===== config.mk =====
export PLATFORM = sky130hd
export DESIGN_NAME = rvh_l1d_amo_req_sched
export DESIGN_NICKNAME = d
export VERILOG_FILES = /design/src/rtl/rvh_l1d_amo_req_sched.sv
export SDC_FILE = /design/constraint.sdc
export NUM_CORES = 1
export LEC_CHECK = 0
export BUFFER_PORTS_ARGS = -buffer_cell sky130_fd_sc_hd__clkbuf_2
export CAP_MARGIN = 20
export CORE_AREA = 8 8 215 217
export CTS_CLUSTER_DIAMETER = 50
export DETAILED_ROUTE_END_ITERATION = 16
export DIE_AREA = 0 0 223 225
export SYNTH_ARGS = -nofsm -noshare
export SYNTH_HDL_FRONTEND = slang
export SYNTH_SLANG_ARGS = --single-unit

===== constraint.sdc =====
create_clock -name clk -period 7.89 [get_ports clk]
set_input_delay 0.789 -clock clk [delete_from_list [all_inputs] [get_ports clk]]
set_output_delay 0.789 -clock clk [all_outputs]
set_load 0.1 [all_outputs]

===== src/rtl/rvh_l1d_amo_req_sched.sv =====
// In-order two-port store scheduler that steers AMO/LR/SC to port 0 only, parking displaced requests in a one-entry replay register.
// Optional RVH_L1D_AMO_SCHED_STALL_CNT_EN adds a 16-bit saturating scheduler-stall counter on perf_stall_cnt_o.
module rvh_l1d_amo_req_sched #(
    parameter int N_PORT         = 2,
    parameter int ROB_TAG_WIDTH  = 4,
    parameter int PREG_TAG_WIDTH = 6,
    parameter int STU_OP_WIDTH   = 5,
    parameter int PADDR_WIDTH    = 56,
    parameter int XLEN           = 64
) (
    input  logic                             clk,
    input  logic                             rst,
    input  logic [N_PORT-1:0]                ls_req_vld_i,
    input  logic [N_PORT-1:0]                ls_req_is_fence_i,
    input  logic [N_PORT*ROB_TAG_WIDTH-1:0]  ls_req_rob_tag_i,
    input  logic [N_PORT*PREG_TAG_WIDTH-1:0] ls_req_prd_i,
    input  logic [N_PORT*STU_OP_WIDTH-1:0]   ls_req_opcode_i,
    input  logic [N_PORT*PADDR_WIDTH-1:0]    ls_req_paddr_i,
    input  logic [N_PORT*XLEN-1:0]           ls_req_data_i,
    output logic [N_PORT-1:0]                ls_req_rdy_o,
    output logic [N_PORT-1:0]                sched_req_vld_o,
    output logic [N_PORT-1:0]                sched_req_is_fence_o,
    output logic [N_PORT*ROB_TAG_WIDTH-1:0]  sched_req_rob_tag_o,
    output logic [N_PORT*PREG_TAG_WIDTH-1:0] sched_req_prd_o,
    output logic [N_PORT*STU_OP_WIDTH-1:0]   sched_req_opcode_o,
    output logic [N_PORT*PADDR_WIDTH-1:0]    sched_req_paddr_o,
    output logic [N_PORT*XLEN-1:0]           sched_req_data_o,
    input  logic [N_PORT-1:0]                sched_req_rdy_i,
    input  logic                             in_amo_state_i,
    input  logic                             kill_i,
    output logic [15:0]                      perf_stall_cnt_o,
    output logic                             dbg_state_o
);

    // Handshake: a transfer on a port happens in a cycle where its vld and rdy
    // are both 1; vld never depends on the rdy of the same port.

    localparam logic [0:0] ST_IDLE   = 1'b0;
    localparam logic [0:0] ST_REPLAY = 1'b1;

    function automatic logic is_amo(input logic [STU_OP_WIDTH-1:0] op);
        return (op >= STU_OP_WIDTH'(7)) && (op <= STU_OP_WIDTH'(28));
    endfunction

    logic [0:0] state_q;
    logic [0:0] state_d;
    logic       capture;

    logic                      rpl_is_fence_q;
    logic [ROB_TAG_WIDTH-1:0]  rpl_rob_tag_q;
    logic [PREG_TAG_WIDTH-1:0] rpl_prd_q;
    logic [STU_OP_WIDTH-1:0]   rpl_opcode_q;
    logic [PADDR_WIDTH-1:0]    rpl_paddr_q;
    logic [XLEN-1:0]           rpl_data_q;

    logic amo0;
    logic amo1;
    logic [N_PORT-1:0] rdy;
    logic [N_PORT-1:0] vld;

    assign amo0 = ls_req_vld_i[0] & is_amo(ls_req_opcode_i[0 +: STU_OP_WIDTH]);
    assign amo1 = ls_req_vld_i[1] & is_amo(ls_req_opcode_i[STU_OP_WIDTH +: STU_OP_WIDTH]);

    always_comb begin
        rdy     = '0;
        vld     = '0;
        state_d = state_q;
        capture = 1'b0;
        if (!rst) begin
            state_d = ST_IDLE;
        end else if (state_q == ST_IDLE) begin
            // Downstream valids are withheld under kill so nothing is sent that upstream did not hand over.
            if (!in_amo_state_i && !kill_i) begin
                if (amo0) begin
                    vld[0] = 1'b1;
                    rdy[0] = sched_req_rdy_i[0];
                    rdy[1] = sched_req_rdy_i[0];
                    if (ls_req_vld_i[1] && sched_req_rdy_i[0]) begin
                        capture = 1'b1;
                        state_d = ST_REPLAY;
                    end
                end else if (amo1) begin
                    vld[0] = ls_req_vld_i[0];
                    rdy[0] = sched_req_rdy_i[0];
                    rdy[1] = sched_req_rdy_i[0] | ~ls_req_vld_i[0];
                    if (rdy[1]) begin
                        capture = 1'b1;
                        state_d = ST_REPLAY;
                    end
                end else begin
                    vld    = ls_req_vld_i;
                    rdy[0] = sched_req_rdy_i[0];
                    rdy[1] = sched_req_rdy_i[1] & (sched_req_rdy_i[0] | ~ls_req_vld_i[0]);
                end
            end
        end else begin
            vld[0] = ~in_amo_state_i;
            if (vld[0] && sched_req_rdy_i[0]) begin
                state_d = ST_IDLE;
            end
            if (kill_i) begin
                state_d = ST_IDLE;
            end
        end
    end

    always_ff @(posedge clk) begin
        if (!rst) begin
            state_q <= ST_IDLE;
        end else begin
            state_q <= state_d;
        end
    end

    // Only port 1 is ever displaced, so the replay entry always loads from port 1.
    always_ff @(posedge clk) begin
        if (capture) begin
            rpl_is_fence_q <= ls_req_is_fence_i[1];
            rpl_rob_tag_q  <= ls_req_rob_tag_i[ROB_TAG_WIDTH +: ROB_TAG_WIDTH];
            rpl_prd_q      <= ls_req_prd_i[PREG_TAG_WIDTH +: PREG_TAG_WIDTH];
            rpl_opcode_q   <= ls_req_opcode_i[STU_OP_WIDTH +: STU_OP_WIDTH];
            rpl_paddr_q    <= ls_req_paddr_i[PADDR_WIDTH +: PADDR_WIDTH];
            rpl_data_q     <= ls_req_data_i[XLEN +: XLEN];
        end
    end

    assign ls_req_rdy_o    = rdy;
    assign sched_req_vld_o = vld;
    assign dbg_state_o     = state_q;

    logic in_replay;
    assign in_replay = (state_q == ST_REPLAY);

    assign sched_req_is_fence_o[0] = in_replay ? rpl_is_fence_q : ls_req_is_fence_i[0];
    assign sched_req_is_fence_o[1] = ls_req_is_fence_i[1];

    assign sched_req_rob_tag_o[0 +: ROB_TAG_WIDTH] =
        in_replay ? rpl_rob_tag_q : ls_req_rob_tag_i[0 +: ROB_TAG_WIDTH];
    assign sched_req_rob_tag_o[ROB_TAG_WIDTH +: ROB_TAG_WIDTH] =
        ls_req_rob_tag_i[ROB_TAG_WIDTH +: ROB_TAG_WIDTH];

    assign sched_req_prd_o[0 +: PREG_TAG_WIDTH] =
        in_replay ? rpl_prd_q : ls_req_prd_i[0 +: PREG_TAG_WIDTH];
    assign sched_req_prd_o[PREG_TAG_WIDTH +: PREG_TAG_WIDTH] =
        ls_req_prd_i[PREG_TAG_WIDTH +: PREG_TAG_WIDTH];

    assign sched_req_opcode_o[0 +: STU_OP_WIDTH] =
        in_replay ? rpl_opcode_q : ls_req_opcode_i[0 +: STU_OP_WIDTH];
    assign sched_req_opcode_o[STU_OP_WIDTH +: STU_OP_WIDTH] =
        ls_req_opcode_i[STU_OP_WIDTH +: STU_OP_WIDTH];

    assign sched_req_paddr_o[0 +: PADDR_WIDTH] =
        in_replay ? rpl_paddr_q : ls_req_paddr_i[0 +: PADDR_WIDTH];
    assign sched_req_paddr_o[PADDR_WIDTH +: PADDR_WIDTH] =
        ls_req_paddr_i[PADDR_WIDTH +: PADDR_WIDTH];

    assign sched_req_data_o[0 +: XLEN] = in_replay ? rpl_data_q : ls_req_data_i[0 +: XLEN];
    assign sched_req_data_o[XLEN +: XLEN] = ls_req_data_i[XLEN +: XLEN];

`ifdef RVH_L1D_AMO_SCHED_STALL_CNT_EN
    // A stall is ours only when the controller would have accepted that port.
    logic        sched_stall;
    logic [15:0] stall_cnt_q;

    assign sched_stall = |(ls_req_vld_i & ~rdy & sched_req_rdy_i);

    always_ff @(posedge clk) begin
        if (!rst) begin
            stall_cnt_q <= 16'h0;
        end else if (sched_stall && (stall_cnt_q != 16'hFFFF)) begin
            stall_cnt_q <= stall_cnt_q + 16'h1;
        end
    end

    assign perf_stall_cnt_o = stall_cnt_q;
`else
    assign perf_stall_cnt_o = 16'h0;
`endif

endmodule


==> results of run 1 <==
path summary, 6_finish.rpt:
path                                             start                         to  slack [ns]  cells past startpoint
worst min-delay path                ls_req_paddr_i[73]  rpl_paddr_q[17]$_DFFE_PP_        0.54                      1
worst max-delay path            dbg_state_o$_SDFF_PN0_       sched_req_data_o[23]        4.68                      3
worst min register to register  dbg_state_o$_SDFF_PN0_     dbg_state_o$_SDFF_PN0_        0.59                      2
worst max register to register  dbg_state_o$_SDFF_PN0_   rpl_data_q[24]$_DFFE_PP_        5.57                      4
Yosys cell counts (2+ instances only):
cell type  count
inv_1          2
mux2_2       136
a21oi_1        3
buf_2          3
nor2_1         2
buf_4        164
edfxtp_1     136
layout by cell type, fill, tap and decap left out, types with 3 or more instances in the layout:
cell and count:
mux2_2 136, edfxtp_1 136, clkbuf_16 17, buf_4 4, clkinvlp_4 3, clkinv_1 3, conb_1 16, a21oi_1 3
clkinv_2 5, clkbuf_1 4, clkbuf_2 556
kinds of logic after synthesis:
group	count (synthesis)
buffers and inverters	169
AOI/OAI and AO/OA	11
other	1
and+or+nand+nor	9
DFF	137
muxes	137
area by class of cell:
cell class              instances  share of cell area [%]
flip-flops and latches        137                   41.67
repair buffers                560                   28.54
multi-input cells             173                   17.72
well taps                     546                   6.931
clock buffers                  21                   4.468
clock inverters                11                  0.5966
inverters                       2                 0.07616
power by group:
part	switching, W	internal [W]
clock network	0.000300	0.000394
logic	0.000735	0.000138
registers	0.00000293	0.000811
total	0.00104	0.00134
state kept, by name, summed over array words and instances (netlist names):
signal          flops
rpl_rob_tag_q       4
rpl_paddr_q        56
rpl_data_q         64
rpl_prd_q           6
rpl_opcode_q        5
dbg_state_o         1
rpl_is_fence_q      1
per-layer routing:
layer	up-vias	part of all wire [%]
met5	-	0
met4	0	0.49
met3	9	9.2
met2	344	53
met1	2363	37
li1	2401	-
per-stage QoR:
step                      std cells  setup slack [ns]  hold slack, ns  utilization, %
after floorplan                 479            0.2337          0.8879               -
after CTS                      1450             4.623          0.4885           23.09
after detailed placement       1418             4.868          0.5889           21.92
final                          1450             4.681          0.5400           23.09
after global routing           1450             4.542          0.4958           23.09
after global placement         1418             4.970          0.5744           21.92
==> flow_summary.toml, run 1 <==
[job]
maxCapViolCount = 0

[detailed_routing]
antenna_left = 0
drtIter0Drc = 138
drt_wl_total_mm = 24.66
drt-pass1-iter-count = 4
remaining_drc_errors = 0
vias_per_cell = 3.529
wire_per_inst_um = 17.00
dr_total_vias = 5117

[pwr]
peakVddDrop_v = 0.0001441
p_leak_nw = 4.403
finalPower_w = 0.002381
power.density_nw_per_um2 = 241.5

[logic_synthesis]
synth_mux_area_share_pct = 21.89
synthAdderAreaFrac_pct = 0
synth_top_cell_area_share_pct = 58.01
yosysWarnings = 0
synthArstFlopShare_pct = 0
synth-edff-count = 136
synth_top_family_by_area = "multiplexers"
ys_seq_elements = 137
ys.flop_type = "edfxtp_1"
yosys.area_share.simple_pct = 0.8886
yosysTopAreaCell = "edfxtp_1"
synth_cell_types = 25
syn-cell-area_sq_um = 7041
synth_compound_gate_area_share_pct = 1.066
synth-xor-area-share_pct = 0
ys_seq_area_share_pct = 58.29
syn_area_per_cell_sq_um = 15.17
synthCells = 464
synthTopCellsByArea = "edfxtp_1, mux2_2, buf_4"

[clock_tree]
clock-sinks = 137
cts_made_buffers = 17
cts_tree = "done"
cts_resized = 0
path_clk_slew_ns = 0.06
cts_root_buf = "clkbuf_16"
ctsHoldBuffers = 0
cts_setup_buffers = 0
clk_path_buf_depth = 2
h-tree-depth = 4
clkLatencyLatePin_ns = 0.44

[global_routing]
grt_pass1_vias = 5883
antenna_found_initial = 2
grt.overflow.total = 0
grt_use_met3_pct = 4.476
use_met2_pct = 16.92
grt_pass1_wl_mm = 35.49
grt_usage_pct = 9.321
busiest_layer = "met2"
grt_start_max_net_pins = 69
grtUsageMet1_pct = 9.511

[setup_path]
end_kind = "primary output"
cp_top_family = "buffers and inverters"
worstPathCellList = "buf_4 > mux2_2 > clkbuf_2"
critical_path_class = "flip-flop to primary output"
max_stage_delay_ns = 0.65
start_kind = "flip-flop"
cp_max_fo = 68
cp_slowest_cell = "buf_4"
critPathBufInv = 2
arrival_ns = 2.42
required_ns = 7.10

[layout]
n_fill_cell = 4581
nets = 1171
multi_input_area_sq_um = 1747
area_growth_pct = 40.00
final_layout_size_suffix_gt1_share_pct = 80.31
design_area_sq_um = 9857
sequential_cell_area_sq_um = 4108
antenna_cells = 0

[floorplanning]
ioPinCount = 573
rows = 76
start_util_pct = 16.49
die_x_um = 223
fp.dieH_um = 225
die-area_sq_um = 50180
core_area_sq_um = 42700

[timing]
timing.final.crit_share_pct = 40.67
maxSlewViolCount = 0
rsz0062_at_grt = "no"
hold_viol = 0
setup-tns-final_ns = 0
finalClockSkew_ns = 0.01034
max_freq_mhz = 311.7
maxSlewHeadroom_pct = 41.96
fin_crit_ns = 3.209
setup_viol_count_final = 0
worst_slew_pin_slew_ns = 0.8707

[hold_path]
hp-class = "input pin to flip-flop"

[placed_design]
gp_congestion = 0.9139
io_buffers = 556
place_area_sq_um = 9358
hpwl_mm = 21.04

[run_status]
outcome = "complete, no violations"
Power figures use the tool's default switching activity.
==> run 2: changes to the inputs <==
--- a/config.mk
+++ b/config.mk
@@ -5,12 +5,13 @@
 export SDC_FILE = /design/constraint.sdc
 export NUM_CORES = 1
 export LEC_CHECK = 0
+export ABC_AREA = 1
 export BUFFER_PORTS_ARGS = -buffer_cell sky130_fd_sc_hd__clkbuf_2
 export CAP_MARGIN = 20
-export CORE_AREA = 8 8 215 217
+export CORE_AREA = 8 8 219 221
 export CTS_CLUSTER_DIAMETER = 50
 export DETAILED_ROUTE_END_ITERATION = 16
-export DIE_AREA = 0 0 223 225
+export DIE_AREA = 0 0 227 229
 export SYNTH_ARGS = -nofsm -noshare
 export SYNTH_HDL_FRONTEND = slang
 export SYNTH_SLANG_ARGS = --single-unit
==> constraint.sdc (replaced) <==
create_clock -name clk -period 3.1 [get_ports clk]
set_input_delay 0.31 -clock clk [delete_from_list [all_inputs] [get_ports clk]]
set_output_delay 0.31 -clock clk [all_outputs]
set_load 0.1 [all_outputs]
==> run 2 against run 1 <==
  * Hold slack lost 0.48 ns
  * Count of clock-buffer cells in the layout shrank 3
  * Clock skew shrank 0.0031 ns
  * Utilization grew 4.2 points
  * Critical path type unchanged
  * Largest cell class is now buffers
  * Synthesized cell count grew 66%
  * Routed wire length grew 19%
  * Critical endpoint is now sched_req_paddr_o[45]
  * Die area grew 3.6%
  * Flip-flop and latch count is the same
==> flow_summary.toml, run 2 <==
[placed_design]
place_ws_ns = 0.9291
dp_cells = 1766
hpwl_mm = 24.36
gp_congestion = 0.9006
io_buffers = 556

[floorplanning]
core_area_sq_um = 44700
ioPinCount = 573
rows = 78
die-area_sq_um = 51980
die_x_um = 227
start_util_pct = 16.12
fp.dieH_um = 229

[logic_synthesis]
synth_cell_types = 19
syn_area_per_cell_sq_um = 9.347
synth_top_cell_area_share_pct = 56.67
synthTopCellsByArea = "edfxtp_1, nand2_1, buf_4"
synthArstFlopShare_pct = 0
yosysTopAreaCell = "edfxtp_1"
yosys-top-cells-count = "nand2_1, buf_4, edfxtp_1"
synth-edff-count = 136
ys.flop_type = "edfxtp_1"
syn-cell-area_sq_um = 7207
ys_seq_elements = 137
synth.most_common_cell = "nand2_1"
yosysWarnings = 0
ys_seq_area_share_pct = 56.94
synthCells = 771

[setup_path]
critical_path.endpoint = "sched_req_paddr_o[45]"
cp_top_family = "buffers and inverters"
r2r_setup_slack_ns = 0.96
cp-startpoint = "dbg_state_o$_SDFF_PN0_"
cp_max_fo = 82
rr_worst_depth = 6
cp_slowest_cell = "buf_4"
r2r-start = "dbg_state_o$_SDFF_PN0_"
start_kind = "flip-flop"
critPathBufInv = 2
cp_num_cells = 4
end_kind = "primary output"
worstPathCellList = "buf_4 > nand2_1 > nand2_1 > buf_12"
required_ns = 2.79
path_common_cell = "nand2_1"
arrival_ns = 2.08
max_stage_delay_ns = 0.61
r2r_end = "rpl_paddr_q[50]$_DFFE_PP_"
critical_path_class = "flip-flop to primary output"

[layout]
antenna_cells = 0
largest_reg_flops = 64
area_growth_pct = 69.29
final_cell_mix = "clkbuf_2, nand2_1, buf_12"
final_layout_size_suffix_gt1_share_pct = 49.50
nets = 1467
stdcell_count = 1800
final_common_cell = "clkbuf_2"
top_register = "rpl_data_q"
reg_top3 = "rpl_data_q: 64 flops, rpl_paddr_q: 56 flops, rpl_prd_q: 6 flops"

[detailed_routing]
drt_wl_total_mm = 29.25
vias_per_cell = 3.608
drt-pass1-iter-count = 4
antenna_left = 0
dr_total_vias = 6494
wire_per_inst_um = 16.25
remaining_drc_errors = 0
drtIter0Drc = 200

[pwr]
p_leak_nw = 5.900
power.density_nw_per_um2 = 580.2
peakVddDrop_v = 0.0003603

[clock_tree]
path_clk_slew_ns = 0.06
clk_path_buf_depth = 2
cts_made_buffers = 17
cts_setup_buffers = 0
cts_tree = "done"
cts_resized = 0
clock-sinks = 137
h-tree-depth = 4
cts_root_buf = "clkbuf_16"
clkLatencyLatePin_ns = 0.44

[timing]
finalClockSkew_ns = 0.007250
worst_slew_pin_slew_ns = 0.9600
maxSlewViolCount = 0
timing.final.crit_share_pct = 77.19
max_freq_mhz = 417.9
fin_ws_ns = 0.7072
hold_viol = 0
fin_crit_ns = 2.393
rsz0062_at_grt = "no"
setup_viol_count_final = 0
maxSlewHeadroom_pct = 36.00

[global_routing]
grt.overflow.total = 0
grt_usage_pct = 10.68
grt_pass1_vias = 6987
antenna_found_initial = 0
grt_pass1_wl_mm = 41.12
grt_start_max_net_pins = 83

[job]
maxCapViolCount = 0

[run_status]
outcome = "complete, no violations"

[hold_path]
hp-class = "input pin to flip-flop"
[run 2: cell types whose count changed in the layout (fill, tap and decap cells not counted), moves of 3 or more]
cell	previous run	this run
buf_12	0	140
bufinv_16	0	3
clkbuf_1	4	1
clkbuf_2	556	419
clkinv_2	5	0
inv_1	2	11
mux2_2	136	0
nand2_1	0	417
nand3_1	1	4
nor2_1	1	6
o21ai_1	0	3
[run 2: worst min path at each step]
stage / start / end / slack, ns / cells past startpoint
finish: ls_req_paddr_i[82] / rpl_paddr_q[26]$_DFFE_PP_ / 0.06 / 1
global route: ls_req_paddr_i[82] / rpl_paddr_q[26]$_DFFE_PP_ / 0.006 / 1
CTS: ls_req_paddr_i[82] / rpl_paddr_q[26]$_DFFE_PP_ / 0.0003 / 1
detailed placement: ls_req_paddr_i[103] / rpl_paddr_q[47]$_DFFE_PP_ / 0.50 / 1
global placement: ls_req_paddr_i[103] / rpl_paddr_q[47]$_DFFE_PP_ / 0.50 / 1
floorplan: ls_req_data_i[64] / rpl_data_q[0]$_DFFE_PP_ / 0.41 / 0
[run 2: repair_timing]
action / 4_1_cts / 5_1_grt
endpoints found under the hold margin: 2 / 0
endpoints found under the setup margin: 0 / 0
hold buffers: 2 / 0
[run 2: final cells by class]
class,count,area (sq um)
Clock buffer,18,429.2
Multi-Input combinational cell,454,1757
Fill cell,4719,32500
Inverter,13,57.56
Sequential cell,137,4108
Tap cell,600,750.7
Timing Repair Buffer,564,4942
Clock inverter,14,156.4
[run 2: logic make-up (layout without fill, tap and decap cells)]
logic type      Yosys count  in the layout  share of synthesized area, %
flops                   137            137                         56.94
other cells               1             16                       0.05203
simple gates            432            432                         22.95
compound gates            6              6                        0.5208
buf+inv                 195            609                         19.53
[run 2: through the flow]
step / hold WS (ns) / util (%) / setup TNS (ns) / area, sq um / total power, W
2_1_floorplan: 0.4089 / - / -29.86 / 7278 / 0.004225
3_3_place_gp: 0.5018 / 25.94 / 0 / 11590 / 0.005072
3_5_place_dp: 0.5038 / 25.94 / 0 / 11590 / 0.005083
4_1_cts: 0.0003277 / 27.30 / 0 / 12200 / 0.007209
5_1_grt: 0.005885 / 27.30 / 0 / 12200 / 0.007328
6_report: 0.05721 / 27.30 / 0 / 12200 / 0.007079
[run 2: worst register-to-register path, stage by stage (launching register included)]
cell and delay, ns:
dfxtp_4 0.36, inv_6 0.37, nand4_4 0.17, a21oi_2 0.19
nand3_2 0.12, clkinvlp_4 0.24, buf_12 0.31
[run 2: metal layers]
layer	vias to the layer above	GRT usage (%)	share of wire, %
met5	-	0	0
met4	0	5.234	3.4
met3	47	4.498	11
met2	403	18.85	50
met1	2902	10.66	35
li1	3142	-	-
[run 2: power by group]
group,leakage (nW),internal (W),switching (W),total [W]
sequential,1.24,0.00207,0.00000891,0.00208
clock,0.270,0.00125,0.000805,0.00205
combinational,4.39,0.000740,0.00220,0.00294
total,5.90,0.00406,0.00302,0.00708
==> run 3: changes to the inputs <==
--- a/config.mk
+++ b/config.mk
@@ -8,10 +8,10 @@
 export ABC_AREA = 1
 export BUFFER_PORTS_ARGS = -buffer_cell sky130_fd_sc_hd__clkbuf_2
 export CAP_MARGIN = 20
-export CORE_AREA = 8 8 219 221
+export CORE_AREA = 8 8 217 219
 export CTS_CLUSTER_DIAMETER = 50
 export DETAILED_ROUTE_END_ITERATION = 16
-export DIE_AREA = 0 0 227 229
+export DIE_AREA = 0 0 225 227
 export SYNTH_ARGS = -nofsm -noshare
 export SYNTH_HDL_FRONTEND = slang
 export SYNTH_SLANG_ARGS = --single-unit
==> constraint.sdc (replaced) <==
create_clock -name clk -period 2.2 [get_ports clk]
set_input_delay 0.22 -clock clk [delete_from_list [all_inputs] [get_ports clk]]
set_output_delay 0.22 -clock clk [all_outputs]
set_load 0.1 [all_outputs]
==> run 3 against run 2 <==
  * First-iteration DRC count increased by 63%
  * Global-route usage grew 1.1 points
  * Via count rose by 10%
  * Critical path depth increased by 1
  * Clock skew decreased by 0.0025 ns
  * Total power rose by 44%
  * Die area down 1.7%
  * Largest cell class unchanged
  * Largest power group unchanged
==> flow_summary.toml, run 3 (synthesis results as in run 2) <==
[clock_tree]
clock-sinks = 137
cts_root_buf = "clkbuf_16"
cts_setup_buffers = 0
path_clk_slew_ns = 0.06
h-tree-depth = 4
clk_path_buf_depth = 2
cts_made_buffers = 17
cts_tree = "done"
clkLatencyLatePin_ns = 0.44

[detailed_routing]
drtIter0Drc = 326
antenna_left = 0
top_layer = "met4"
vias_per_cell = 3.710
wl_met1_mm = 11.13
remaining_drc_errors = 0
wire_per_inst_um = 16.57
dr_total_vias = 7152
met3WireLength_mm = 3.008
drt_wl_total_mm = 31.94
drt-pass1-iter-count = 5
wl_met2_mm = 16.50

[setup_path]
rr_worst_depth = 6
critical_path_class = "flip-flop to primary output"
arrival_ns = 1.80
max_stage_delay_ns = 0.38
cp_max_fo = 43
start_kind = "flip-flop"
required_ns = 1.98
end_kind = "primary output"
worstPathCellList = "buf_12 > buf_6 > nand2_1 > nand2_1 > buf_12"
cp_slowest_cell = "dfxtp_4"

[placed_design]
io_buffers = 556
place_ws_ns = 0.4187
place_area_sq_um = 11710
gp_congestion = 0.9063
hpwl_mm = 24.60

[layout]
nets = 1602
reg_top3 = "rpl_data_q: 64 flops, rpl_paddr_q: 56 flops, rpl_prd_q: 6 flops"
design_area_sq_um = 13670
final_cell_mix = "nand2_1, clkbuf_2, buf_12"
sequential_cell_area_sq_um = 4108
n_fill_cell = 4427
area_growth_pct = 89.67
final_layout_size_suffix_gt1_share_pct = 45.24
top_register = "rpl_data_q"
largest_reg_flops = 64
multi_input_area_sq_um = 1772
final_common_cell = "nand2_1"

[pwr]
clock_power_share_pct = 28.1
peakVddDrop_v = 0.0004923
combinationalPowerShare_pct = 43.1
finalPower_w = 0.01019
p_sw_w = 0.004375
switching_share_pct = 42.93
intPower_w = 0.005816
power_frac_seq_pct = 28.8
p_leak_nw = 6.514
power.density_nw_per_um2 = 745.5

[timing]
maxSlewViolCount = 0
fin_crit_ns = 2.025
maxSlewHeadroom_pct = 61.41
timing.final.crit_share_pct = 92.03
worst_slew_pin_slew_ns = 0.5814
max_freq_mhz = 493.9
finalClockSkew_ns = 0.004780
setup_viol_count_final = 0
whs_ns = 0.07218
fin_ws_ns = 0.1754
hold_viol = 0
rsz0062_at_grt = "no"

[global_routing]
grt_pass1_wl_mm = 45.77
antenna_found_initial = 1
grt.overflow.total = 0
grt_pass1_vias = 7744
grt_usage_pct = 11.79
grt_start_max_net_pins = 72

[run_status]
outcome = "complete, no violations"

[floorplanning]
fp.dieH_um = 227
core_area_sq_um = 43640
die_x_um = 225
ioPinCount = 573
rows = 77
die-area_sq_um = 51080
start_util_pct = 16.51

[job]
maxCapViolCount = 0

[hold_path]
hp-class = "input pin to flip-flop"
hold_depth = 1
run 3: cell types whose count changed in the layout (fill, tap and decap cells not counted), sizes merged:
cell | before | now
buf | 143 | 149
inv | 12 | 16
diode | 0 | 1
clkinv | 7 | 5
clkbuf | 437 | 434
bufinv | 3 | 2
clkinvlp | 5 | 4
dlygate4sd3 | 2 | 134
run 3: metal layers:
layer,global-route usage (%),vias up
li1,-,3404
met1,11.92,3267
met2,20.54,414
met3,4.895,67
met4,6.541,0
met5,0,-
run 3: final timing paths:
check                         endpoint                   start  slack (ns)
max reg2reg   rpl_data_q[40]$_DFFE_PP_  dbg_state_o$_SDFF_PN0_        0.45
min reg2reg     dbg_state_o$_SDFF_PN0_  dbg_state_o$_SDFF_PN0_        0.72
min          rpl_paddr_q[26]$_DFFE_PP_      ls_req_paddr_i[82]        0.07
max               sched_req_data_o[30]  dbg_state_o$_SDFF_PN0_        0.18
run 3: power by group through the flow:
| stage | registers [W] | clock network [W] | logic (W) |
|---|---|---|---|
| 6_report | 0.00293 | 0.00287 | 0.00439 |
| 5_1_grt | 0.00294 | 0.00307 | 0.00451 |
| 4_1_cts | 0.00293 | 0.00300 | 0.00439 |
| 3_3_place_gp | 0.00299 | 0 | 0.00418 |
| 2_1_floorplan | 0.00300 | 0 | 0.00296 |
| 3_5_place_dp | 0.00299 | 0 | 0.00420 |
run 3: through the flow:
stage	instances	TNS, ns	utilization (%)
2_1_floorplan	786	-152.30	-
6_report	1928	0	31.32
4_1_cts	1926	0	31.23
3_5_place_dp	1760	0	26.84
5_1_grt	1927	0	31.31
3_3_place_gp	1760	0	26.84
run 3: area by class of cell:
| type | count | area share (%) |
|---|---|---|
| tap | 592 | 5.419 |
| timing repair buffer | 699 | 46.91 |
| inverter | 13 | 0.4211 |
| multi-input combinational | 454 | 12.96 |
| clock buffer | 18 | 3.140 |
| sequential | 137 | 30.05 |
| antenna | 1 | 0.01831 |
| clock inverter | 14 | 1.080 |
run 3: critical path, delay by kind of cell (launching register included):
kind | cells | cell delay [ns]
buf+inv | 3 | 0.71
flops | 1 | 0.38
simple gates | 2 | 0.23
run 3: what timing repair did:
action	4_1_cts	5_1_grt
endpoints found under the setup margin	0	32
resized for setup	0	2
hold buffers	134	0
endpoints found under the hold margin	134	0
